===== config.mk =====
export PLATFORM = sky130hd
export DESIGN_NAME = fifo_rd_packer
export DESIGN_NICKNAME = d
export VERILOG_FILES = /design/src/rtl/fifo_rd_packer.sv
export SDC_FILE = /design/constraint.sdc
export NUM_CORES = 1
export LEC_CHECK = 0
export CAP_MARGIN = 30
export CORE_MARGIN = 4
export CORE_UTILIZATION = 35
export CTS_CLUSTER_SIZE = 16
export DETAILED_ROUTE_END_ITERATION = 16
export GPL_TIMING_DRIVEN = 0
export HOLD_SLACK_MARGIN = 0.12
export SETUP_SLACK_MARGIN = 0.5
export SYNTH_ARGS = -nofsm -noshare
export SYNTH_HDL_FRONTEND = slang
export SYNTH_SLANG_ARGS = --single-unit

===== constraint.sdc =====
create_clock -name clk_i -period 3.3 [get_ports clk_i]
set_input_delay 0.66 -clock clk_i [delete_from_list [all_inputs] [get_ports clk_i]]
set_output_delay 0.66 -clock clk_i [all_outputs]
set_load 0.05 [all_outputs]

===== src/rtl/fifo_rd_packer.sv =====
`timescale 1ns/1ps
// fifo_rd_packer: drains a 1-cycle-latency FIFO read port and packs BEATS bytes per valid/ready word.
// Define FIFO_PACK_FLUSH_EN to add flush_i / m_keep_o for emitting partially filled words.
module fifo_rd_packer #(
    parameter int WIDTH     = 8,
    parameter int BEATS     = 4,
    parameter int CNT_WIDTH = 3
) (
    input  logic                   clk_i,
    input  logic                   rst_i,
    input  logic                   fifo_empty_i,
    input  logic [WIDTH-1:0]       fifo_rdata_i,
    output logic                   fifo_rd_en_o,
    output logic [WIDTH*BEATS-1:0] m_data_o,
    output logic                   m_valid_o,
    input  logic                   m_ready_i
`ifdef FIFO_PACK_FLUSH_EN
    ,
    input  logic                   flush_i,
    output logic [BEATS-1:0]       m_keep_o
`endif
);

    localparam logic [CNT_WIDTH:0]   BEATS_C   = (CNT_WIDTH+1)'(BEATS);
    localparam logic [CNT_WIDTH-1:0] LAST_LANE = CNT_WIDTH'(BEATS-1);

    logic [CNT_WIDTH-1:0]          cnt_q, cnt_d;
    logic                          pend_q;
    logic [BEATS-1:0][WIDTH-1:0]   lanes_q, lanes_d;
    logic [WIDTH*BEATS-1:0]        m_data_q, m_data_d;
    logic                          m_valid_q, m_valid_d;
    logic                          flush_req;
    logic [CNT_WIDTH:0]            inflight;

`ifdef FIFO_PACK_FLUSH_EN
    logic                          flush_req_q, flush_req_d;
    logic [BEATS-1:0]              keep_q, keep_d;

    // A fresh pulse blocks reads in its own cycle, before flush_req_q catches it.
    assign flush_req = flush_req_q | flush_i;
    assign m_keep_o  = keep_q;
`else
    assign flush_req = 1'b0;
`endif

    // Lanes already captured plus the read still in flight must not exceed one word.
    assign inflight     = {1'b0, cnt_q} + {{CNT_WIDTH{1'b0}}, pend_q};
    assign fifo_rd_en_o = !fifo_empty_i && !m_valid_q && !flush_req && (inflight < BEATS_C);
    assign m_data_o     = m_data_q;
    assign m_valid_o    = m_valid_q;

    always_comb begin
        cnt_d     = cnt_q;
        lanes_d   = lanes_q;
        m_data_d  = m_data_q;
        m_valid_d = m_valid_q;
`ifdef FIFO_PACK_FLUSH_EN
        keep_d      = keep_q;
        flush_req_d = flush_req_q | flush_i;
`endif

        if (m_valid_q && m_ready_i) begin
            m_valid_d = 1'b0;
        end

        if (pend_q) begin
            for (int k = 0; k < BEATS; k++) begin
                if (cnt_q == CNT_WIDTH'(k)) begin
                    lanes_d[k] = fifo_rdata_i;
                end
            end
            if (cnt_q == LAST_LANE) begin
                m_data_d  = lanes_d;
                m_valid_d = 1'b1;
                cnt_d     = '0;
                lanes_d   = '0;
`ifdef FIFO_PACK_FLUSH_EN
                keep_d    = '1;
`endif
            end else begin
                cnt_d = cnt_q + 1'b1;
            end
        end

`ifdef FIFO_PACK_FLUSH_EN
        // Resolve only once no byte is in flight and the output slot is free.
        if (flush_req_q && !pend_q && !m_valid_q) begin
            flush_req_d = flush_i;
            if (cnt_q != '0) begin
                m_data_d  = lanes_q;
                m_valid_d = 1'b1;
                cnt_d     = '0;
                lanes_d   = '0;
                for (int k = 0; k < BEATS; k++) begin
                    keep_d[k] = (CNT_WIDTH'(k) < cnt_q);
                end
            end
        end
`endif
    end

    always_ff @(posedge clk_i) begin
        if (rst_i) begin
            cnt_q     <= '0;
            pend_q    <= 1'b0;
            lanes_q   <= '0;
            m_data_q  <= '0;
            m_valid_q <= 1'b0;
`ifdef FIFO_PACK_FLUSH_EN
            keep_q      <= '0;
            flush_req_q <= 1'b0;
`endif
        end else begin
            cnt_q     <= cnt_d;
            pend_q    <= fifo_rd_en_o;
            lanes_q   <= lanes_d;
            m_data_q  <= m_data_d;
            m_valid_q <= m_valid_d;
`ifdef FIFO_PACK_FLUSH_EN
            keep_q      <= keep_d;
            flush_req_q <= flush_req_d;
`endif
        end
    end

endmodule


; Yosys cells after proc, flatten, opt, wreduce, memory -nomap -nowiden
; Index checks and enable logic that the tools add are counted.
[totals]
elab_cells = 30
romBits = 0
ff_bits = 69
input_bits = 12
ramBits = 0
out_inout_bits = 34
latch_bits = 0
memories = 0
[op_classes]
n_eq_ne = 3
n_mul = 0
n_addsub = 2
n_reduce_logical = 7
div_mod_pow = 0
bitwise = 0
shifts = 0
n_lt_le_gt_ge = 1
n_mux = 9
[op_table]
columns = op, count
row1 = 2-to-1 mux 32 bit, 1
row2 = 2-to-1 mux 8 bit, 4
row3 = "== test 3 x 2 -> 1 bit, second input constant", 2
row4 = adder 3 x 1 -> 4 bit, 1
row5 = "< comparator 4 x 3 -> 1 bit, second input constant", 1
row6 = "adder 3 x 1 -> 3 bit, second input constant", 1
row7 = "== test 3 x 1 -> 1 bit, second input constant", 1
row8 = logical AND 1 bit, 3
row9 = logical NOT 3 bit, 1
row10 = 2-to-1 mux 1 bit, 3
row11 = 2-to-1 mux 3 bit, 1
row12 = logical NOT 1 bit, 2
row13 = AND reduction 2 bit, 1

; Logic depth before layout (Yosys ltp)
; Gate-level depths: netlist (run 1).
[depth]
depth_word = 4
ltp_mapped = 7
ltp_nobuf = 5

; Worst setup path after synthesis (run 1)
; Ideal clock, no wire load.
[synth_path]
path_kind = input port to output port
startpoint = input port fifo_empty_i
endpoint = output port fifo_rd_en_o
slack_ns = 0.438
path_stages = 1
path_buffers = 0
arrival_time_ns = 2.202
required_ns = 2.640
cell_sequence = nor4_1
[synth_between]
elab_chain_cells = 3
[synth_rtl]
columns = item, line
row1 = start: declaration, 11  ; input logic fifo_empty_i,
row2 = logical NOT 1 bit, 48  ; assign fifo_rd_en_o = !fifo_empty_i && !m_valid_q && !flush_req && (inflight < BEATS_C);
row3 = logical AND 1 bit (2 in series), 48
row4 = end: declaration, 13  ; output logic fifo_rd_en_o,
; No other way between the ends.

; Worst setup path after layout (run 1)
; Same ends and word-level chain as after synthesis.

==> metrics.md, run 1 <==
| Metric | Value |
|---|---|
| Run status | `completed` |
| Number of H-tree levels | `3` |
| Die ar. | `9035 sq um` |
| Pwr dens | `446.7 nW/um^2` |
| Initial Util | `36.38%` |
| Period utilization | `between 70% and 80%` |
| Synth Area in Compound Gates | `23.44%` |
| Antenna cells | `0` |
| IO Pins | `46` |
| CP arrival | `1890 ps` |
| CTS tree | `done` |
| Startpoint types | `input pin` |
| CP max-delay cell | `dlygate4sd2_1` |
| Clk sinks | `61` |
| Fraction of the mapped netlist area in adder cells | `1.887%` |
| Number of setup buffers added after CTS | `0` |
| Ranking of synthesized cells by area | `dfxtp_1 46%, a211oi_2 11%, mux2i_1 9.1%` |
| CP bufs+invs | `2` |
| R2r startpoint | `cnt_q[0]` |
| Final Hold Fails | `0` |
| Max-slew headroom | `62.12%` |
| Final min period | `2554 ps` |
| Max stage delay on crit path | `570 ps` |
| Fraction of layout cells with a size suffix above 1 | `22.11%` |
| Setup violations, final | `0` |
| Post-synth cell types | `27` |
| Syn-to-layout area delta | `29.06%` |
| # hold bufs at CTS | `0` |
| Crit path depth | `3` |
| ANT nets after route | `0` |
| Finished Layout Cells | `402` |
| Crit-path cells | `clkdlybuf4s50_1 > nor4_2 > dlygate4sd2_1` |
| Critical Path Source | `fifo_empty_i` |
| Final layout net count | `roughly 310` |
| Mapped Area | `about 2700 sq um` |
| Top delay family on crit path | `buffers and inverters` |
| Seq/Total Area, Yosys | `46.04%` |
| Net count after synthesis | `258` |
| WL per Instance | `15.73 microns` |
| Ys async rst share | `0%` |
| Num rows | `31` |
| Multiplexer area fraction after synthesis | `9.057%` |
| Root Driver | `clkbuf_8` |
| Post-synth top area share | `about 46%` |
| CP Class | `input pin to output pin` |
| Fmax | `0.3916 GHz` |
| GRT Overall Usage | `15.56%` |
| Pin count of the biggest net entering global routing | `12` |
| CTS Buf Count | `9` |
| Hold Crit Class | `flop to flop` |
| Power, Total | `0.001529 W` |
| RSZ-0062 raised after global routing | `no` |
| Dominant synthesized flop cell | `dfxtp_1` |
| CTS resizes | `1` |
| Synthesized flop and latch total | `61` |
| R2R Path End | `lanes_q[4]` |
| Final HPWL DP | `around 4600 microns` |
| Number of max-cap violations | `0` |
| WHS | `roughly 460 ps` |
| Vias in the first global route | `2116` |
| Peak supply drop | `0.1933 mV` |
| Routability cong. | `about 0.79` |
| Initial antenna violation count | `0` |
| Reg clk slew, reported paths | `70 ps` |
| Pre-antenna DRT Iters | `4` |
| Worst Path Required | `2640 ps` |
| XOR/XNOR Fraction of Synth Area | `0%` |
| Slew Viols, Final | `0` |
| CP Max Fanout | `2` |
| Syn Area/Cell | `10.96 sq um` |
| Post-synth EDFFs | `0` |
| Die X-Extent | `about 95 microns` |
| Most frequent cell after synthesis | `dfxtp_1` |
| Top cells by count, synth | `61 x dfxtp_1, 24 x a211oi_2, 24 x a22o_1, 24 x mux2i_1, 24 x nor2_1` |
| Gr ovfl total | `0` |
| Setup WS post-layout | `746.5 ps` |
| Via count | `approximately 2k` |
| Synth Area in Simple Gates | `~14%` |
| CTS Buffer Depth | `2` |
| Core footprint | `about 7300 sq um` |
| R2r setup slk | `about 1700 ps` |
| Placed cells | `between 300 and 400` |
| Mapped Cells | `242` |
| Largest family of logic cells by synthesized area | `compound AO/OA/AOI/OAI gates` |
| Worst skew pair latency | `340 ps` |
| Pleak | `1.261 nW` |
| First-pass GRT wire length | `between 10000 and 15000 microns` |
| Routed WL | `6325 microns` |
| Setup crit end | `fifo_rd_en_o` |
| Depth of the worst register-to-register path | `5` |
| Detailed Route Iter0 Violations | `82` |
| Chip Height | `95.06 microns` |
| Synth warn | `0` |
| Place WS | `445.4 ps` |
| PortBufs | `45` |
| Worst Clk Skew | `6.210 ps` |
| Worst-margin pin slew | `565.7 ps` |
| Hold path depth | `2` |
| Vias/cell | `4.968` |
| CP Capture Type | `output pin` |
| Biggest area consumer among synthesized cells | `dfxtp_1` |
| Residual DRC | `0` |
| Setup TNS | `0 ps` |
==> how the worst min path moves through the flow <==
stage                       startpoint      endpoint  slack [ps]
after floorplan             lanes_q[6]    lanes_q[6]         440
after global placement    m_data_o[31]  m_data_o[31]         450
after detailed placement  m_data_o[30]  m_data_o[30]         450
after CTS                 m_data_o[30]  m_data_o[30]         460
after global routing        lanes_q[1]    lanes_q[1]         500
final                     m_data_o[30]  m_data_o[30]         460
==> state kept, by name, summed over array words and instances, names as in the netlist <==
signal	count
m_data_o	32
lanes_q	24
cnt_q	3
m_valid_o	1
pend_q	1
==> worst reg2reg max path, delay by kind of cell, from the launching register on <==
kind            cells  cell delay [ps]
simple gates        1              330
flops               1              400
fa+ha+maj           1              230
buf+inv             1              100
compound gates      2              510
==> power breakdown <==
group          internal [W]  leakage, nW  switching [W]
sequential         0.000746        0.493     0.00000631
combinational     0.0000525        0.676      0.0000761
clock              0.000347       0.0923       0.000301
==> cells in the final DEF, fill, tap and decap left out, types with 2 or more instances in the layout <==
| master | instances |
|---|---|
| clkbuf_8 | 9 |
| nor2b_1 | 9 |
| clkinv_2 | 2 |
| a21oi_4 | 3 |
| nand3_1 | 2 |
| clkdlybuf4s50_1 | 44 |
| nor2_1 | 24 |
| or2_2 | 2 |
| dfxtp_1 | 61 |
| inv_1 | 3 |
| nand2b_1 | 7 |
| a211oi_2 | 24 |
| nor3b_4 | 2 |
| buf_4 | 2 |
| clkinvlp_4 | 2 |
| a21oi_1 | 11 |
| buf_2 | 9 |
| buf_6 | 6 |
| nand2_1 | 16 |
| mux2i_1 | 24 |
| a22o_1 | 24 |
| ha_1 | 4 |
==> cell families after synthesis <==
logic type	Yosys count
simple gates	70
compound gates	63
flops	61
mux	24
buf+inv	20
fa+ha+maj	4
==> metrics by stage <==
stage          area, sq um  util, %
3_5_place_dp          3233    44.34
2_1_floorplan         2659        -
4_1_cts               3423    46.95
6_report              3423    46.95
5_1_grt               3423    46.95
3_3_place_gp          3233    44.34
==> area by class of cell <==
cell class | count | area, sq um
multi-input cells | 161 | 1299
clock buffers | 10 | 127.6
fillers | 739 | 3869
flip-flops and latches | 61 | 1221
inverters | 3 | 11.26
clock inverters | 6 | 63.81
well taps | 99 | 123.9
plain buffers | 17 | 127.6
repair buffers | 45 | 449.2
==> layer usage <==
metal	global-route usage (%)	part of all wire [%]
met1	18.18	44
met2	26.42	50
met3	5.762	5.0
met4	4.928	1.2
met5	0	0
Note: power is estimated with default switching activity, not from simulation.
==> inputs of run 2 (changes only) <==
==> constraint.sdc (replaced) <==
create_clock -name clk_i -period 2.4 [get_ports clk_i]
set_input_delay 0.48 -clock clk_i [delete_from_list [all_inputs] [get_ports clk_i]]
set_output_delay 0.48 -clock clk_i [all_outputs]
set_load 0.05 [all_outputs]
==> metrics.md, run 2 (synthesis results as in run 1) <==
| Metric | Value |
|---|---|
| Pin count of the biggest net entering global routing | `11` |
| CP Max Fanout | `2` |
| Syn-to-layout area delta | `29.48%` |
| ANT nets after route | `0` |
| IO Pins | `46` |
| Crit-path cells | `clkdlybuf4s50_1 > nor4_4 > buf_6` |
| Run status | `completed` |
| Vias/cell | `4.918` |
| Worst-margin pin slew | `564.9 ps` |
| CP arrival | `1380 ps` |
| Layout fillers | `753` |
| Chip Height | `95.06 microns` |
| Power, Total | `0.002270 W` |
| Most frequent cells in the layout | `61 x dfxtp_1, 33 x dlygate4sd2_1` |
| Seq pwr share | `45.6%` |
| Setup violations, final | `0` |
| WHS | `455.6 ps` |
| Worst Clk Skew | `6.678 ps` |
| CP Class | `input pin to output pin` |
| CTS Buffer Depth | `2` |
| Core footprint | `~7300 sq um` |
| CP max-delay cell | `clkdlybuf4s50_1` |
| Detailed Route Iter0 Violations | `82` |
| Commonest non-fill, non-tap cell in the layout | `dfxtp_1` |
| Via count | `1972` |
| Pwr dens | `661.0 nW/um^2` |
| Max stage delay on crit path | `430 ps` |
| WL per Instance | `15.86 microns` |
| Post-layout util | `47.10%` |
| Initial Util | `36.38%` |
| Pre-antenna DRT Iters | `4` |
| Depth of the worst register-to-register path | `5` |
| PortBufs | `between 40 and 50` |
| CP Capture Type | `output pin` |
| Vias in the first global route | `2092` |
| Hold Crit Class | `flop to flop` |
| GRT Overall Usage | `15.16%` |
| Root Driver | `clkbuf_8` |
| CP bufs+invs | `2` |
| Hold path depth | `2` |
| Final min period | `1858 ps` |
| Residual DRC | `0` |
| Final layout net count | `314` |
| Num rows | `31` |
| CTS Buf Count | `9` |
| Max reg flops | `32` |
| Initial antenna violation count | `0` |
| Setup TNS | `0 ps` |
| Top delay family on crit path | `buffers and inverters` |
| Startpoint types | `input pin` |
| Clock network fraction of total power | `between 40% and 50%` |
| Period utilization | `77.41%` |
| Fmax | `~0.54 GHz` |
| Number of max-cap violations | `0` |
| Crit path depth | `3` |
| First-pass GRT wire length | `10380 microns` |
| CTS tree | `done` |
| Place WS | `-79.10 ps` |
| Worst Path Required | `around 1900 ps` |
| Die X-Extent | `95.06 microns` |
| Gr ovfl total | `0` |
| Comb pwr share | `7.9%` |
| Number of H-tree levels | `3` |
| Worst skew pair latency | `about 330 ps` |
| Slew Viols, Final | `0` |
| Sw Ratio | `22.32%` |
| Routed WL | `between 6000 and 7000 microns` |
| Clk sinks | `between 60 and 70` |
| Final Hold Fails | `0` |
| Net switching power | `between 0.0005 and 0.0006 W` |
| Antenna cells | `0` |
| Max-slew headroom | `62.18%` |
| # hold bufs at CTS | `0` |
| Fraction of layout cells with a size suffix above 1 | `22.52%` |
| Setup WS post-layout | `542.2 ps` |
| RSZ-0062 raised after global routing | `yes` |
| Pleak | `1.448 nW` |
| Peak supply drop | `0.3018 mV` |
| Routability cong. | `0.7837` |
| Final HPWL DP | `~4600 microns` |
| P_int | `between 0.0015 and 0.002 W` |
| Reg clk slew, reported paths | `60 ps` |
| Die ar. | `9035 sq um` |
==> run 2: changes by cell type in the layout (fill, tap and decap cells not counted), moves of 2 or more <==
cell and delta:
clkdlybuf4s50_1 -33, dlygate4sd2_1 +32, clkbuf_8 +3, clkinv_2 -2
==> run 2: final timing paths <==
kind | end | slack, ps | start
max | fifo_rd_en_o | 540 | fifo_empty_i
min | m_data_o[28] | 460 | m_data_o[28]
max reg2reg | lanes_q[5] | 770 | cnt_q[0]
min reg2reg | m_data_o[28] | 460 | m_data_o[28]
==> run 2: stage by stage <==
step | std cells | cell area, sq um
after floorplan | 242 | 2668
after global placement | 386 | 3242
after detailed placement | 386 | 3242
after CTS | 401 | 3435
after global routing | 401 | 3435
final | 401 | 3435
==> run 2: worst reg2reg max path: cells and delay by family (launching register included) <==
family | cells | cell delay [ps]
flops | 1 | 400
compound gates | 2 | 490
buf+inv | 1 | 110
simple gates | 1 | 330
fa+ha+maj | 1 | 230
==> run 2: power by group through the flow <==
stage / clock network (W) / logic [W] / registers, W
6_report: 0.00106 / 0.000180 / 0.00103
5_1_grt: 0.00113 / 0.000194 / 0.00104
4_1_cts: 0.00108 / 0.000181 / 0.00103
3_5_place_dp: 0 / 0.000181 / 0.00106
3_3_place_gp: 0 / 0.000181 / 0.00106
2_1_floorplan: 0 / 0.000116 / 0.00106
==> run 2: per-layer routing <==
layer / global-route usage [%] / share of wire [%] / up-vias
li1: - / - / 983
met1: 18.87 / 47 / 935
met2: 25.43 / 48 / 47
met3: 4.815 / 4.0 / 7
met4: 3.846 / 0.86 / 0
met5: 0 / 0 / -
==> run 2: what timing repair did <==
item	4_1_cts	5_1_grt
resized for setup	36	5
hold endpoints to repair	0	0
endpoints found under the setup margin	34	1
setup buffers	0	0
==> run 2: final cells by class <==
| class | instances | area, sq um | area share [%] |
|---|---|---|---|
| Timing Repair Buffer | 45 | 410.4 | 11.95 |
| Tap cell | 99 | 123.9 | 3.607 |
| Buffer | 17 | 127.6 | 3.716 |
| Clock buffer | 12 | 165.2 | 4.809 |
| Clock inverter | 3 | 67.56 | 1.967 |
| Multi-Input combinational cell | 161 | 1308 | 38.07 |
| Sequential cell | 61 | 1221 | 35.56 |
| Inverter | 3 | 11.26 | 0.3279 |
==> inputs of run 3 (changes only) <==
==> constraint.sdc (replaced) <==
create_clock -name clk_i -period 1.95 [get_ports clk_i]
set_input_delay 0.39 -clock clk_i [delete_from_list [all_inputs] [get_ports clk_i]]
set_output_delay 0.39 -clock clk_i [all_outputs]
set_load 0.05 [all_outputs]
==> metrics.md, run 3 (synthesis results as in run 1) <==
| Metric | Value |
|---|---|
| Run status | `completed` |
| Via count | `2084` |
| Grt met2 use | `between 20% and 30%` |
| Setup WS post-layout | `246.2 ps` |
| Initial Util | `36.38%` |
| Die X-Extent | `95.06 microns` |
| Multi-input logic area | `roughly 1400 sq um` |
| # hold bufs at CTS | `0` |
| Comb pwr share | `10.2%` |
| Number of H-tree levels | `3` |
| CP arrival | `between 1000 and 1500 ps` |
| CP Class | `input pin to output pin` |
| Die ar. | `9035 sq um` |
| CP Max Fanout | `2` |
| Met3 Resource Use GR | `~4.7%` |
| Commonest non-fill, non-tap cell in the layout | `dfxtp_1` |
| Final HPWL DP | `4605 microns` |
| Pwr dens | `731.0 nW/um^2` |
| Hold Crit Class | `flop to flop` |
| Layout fillers | `720` |
| WL per Instance | `16.21 microns` |
| Place WS | `-384.5 ps` |
| Detailed Route Iter0 Violations | `103` |
| Gr ovfl total | `0` |
| Final layout net count | `roughly 330` |
| CTS tree | `done` |
| Worst Clk Skew | `7.427 ps` |
| Peak supply drop | `0.3662 mV` |
| Pin count of the biggest net entering global routing | `12` |
| Max reg flops | `32` |
| Number of max-cap violations | `0` |
| Vias/cell | `5.046` |
| Pleak | `1.432 nW` |
| Num rows | `31` |
| Gr busiest metal | `met2` |
| GRT Overall Usage | `between 10% and 20%` |
| Pre-antenna DRT Iters | `4` |
| Worst skew pair latency | `roughly 340 ps` |
| Seq pwr share | `between 40% and 50%` |
| Antenna cells | `0` |
| Final min period | `1704 ps` |
| Core footprint | `7292 sq um` |
| Setup violations, final | `0` |
| ANT nets after route | `0` |
| Clock network fraction of total power | `between 40% and 50%` |
| Max-slew headroom | `70.49%` |
| Clk sinks | `between 60 and 70` |
| Slew Viols, Final | `0` |
| Most frequent cells in the layout | `58 x dfxtp_1, 35 x buf_2, 24 x a211oi_2, 24 x a22o_1, 19 x nor2_1` |
| Final Hold Fails | `0` |
| CTS Buf Count | `9` |
| Reg clk slew, reported paths | `~70 ps` |
| Routability cong. | `between 0.7 and 0.8` |
| Syn-to-layout area delta | `36.42%` |
| Worst Path Required | `approximately 1600 ps` |
| Register area | `~1200 sq um` |
| Post-layout util | `49.62%` |
| P_int | `between 0.0015 and 0.002 W` |
| Sw Ratio | `25.43%` |
| Period utilization | `87.37%` |
| Met1 Usage GRT | `19.70%` |
| IO Pins | `46` |
| Net switching power | `0.0006727 W` |
| Root Driver | `clkbuf_8` |
| Routed WL | `6696 microns` |
| Fmax | `0.5869 GHz` |
| Residual DRC | `0` |
| RSZ-0062 raised after global routing | `yes` |
| Initial antenna violation count | `0` |
| Chip Height | `95.06 microns` |
| CP Capture Type | `output pin` |
| CTS Buffer Depth | `2` |
| First-pass GRT wire length | `10980 microns` |
| Fraction of layout cells with a size suffix above 1 | `43.95%` |
| PortBufs | `45` |
| Worst-margin pin slew | `442.2 ps` |
| Vias in the first global route | `around 2.2k` |
| Startpoint types | `input pin` |
-- run 3: final timing paths --
check | from | to | slack (ps) | depth (start not counted)
hold reg to reg | m_data_o[27] | m_data_o[27] | 460 | 2
hold / removal | m_data_o[27] | m_data_o[27] | 460 | 2
setup / recovery | fifo_empty_i | fifo_rd_en_o | 250 | 3
setup reg to reg | cnt_q[0] | lanes_q[23] | 460 | 5
-- run 3: layer usage --
| metal | wire [microns] | part of all wire [%] | up-vias |
|---|---|---|---|
| met5 | 0 | 0 | - |
| met4 | 76 | 1.1 | 0 |
| met3 | 291 | 4.3 | 9 |
| met2 | 3304 | 49 | 44 |
| met1 | 3023 | 45 | 1024 |
| li1 | - | - | 1007 |
-- run 3: metrics by stage --
step | total power, W | TNS [ps] | cells | area (sq um) | hold slack (ps)
floorplan | 0.001448 | 0 | 242 | 2678 | 442.0
global placement | 0.001526 | -399.6 | 386 | 3252 | 446.4
detailed placement | 0.001526 | -384.5 | 386 | 3252 | 451.1
CTS | 0.002665 | 0 | 412 | 3680 | 461.0
global route | 0.002762 | 0 | 413 | 3618 | 481.0
finish | 0.002645 | 0 | 413 | 3618 | 456.3
-- run 3: power by group through the flow --
stage | Clock [W] | Sequential, W | Combinational, W
after global placement | 0 | 0.00130 | 0.000225
after detailed placement | 0 | 0.00130 | 0.000224
after floorplan | 0 | 0.00130 | 0.000144
after global routing | 0.00120 | 0.00128 | 0.000289
final | 0.00110 | 0.00128 | 0.000269
after CTS | 0.00113 | 0.00127 | 0.000262
-- run 3: repair_timing --
item,CTS,global route
cloned,2,0
pin swaps,13,10
endpoints found under the hold margin,0,0
gates resized for setup,192,36
setup buffers,8,1
endpoints found under the setup margin,93,77
-- run 3: layout make-up --
type	count	area share, %
Clock buffer	10	3.527
Tap cell	99	3.423
Multi-Input combinational cell	161	39.73
Buffer	17	5.498
Timing Repair Buffer	56	11.76
Inverter	3	0.3112
Clock inverter	6	1.763
Sequential cell	61	33.99
-- run 3: worst max-delay path, cell delays in order --
cell	delay, ps
clkdlybuf4s50_1	440
nor4_4	290
buf_6	200
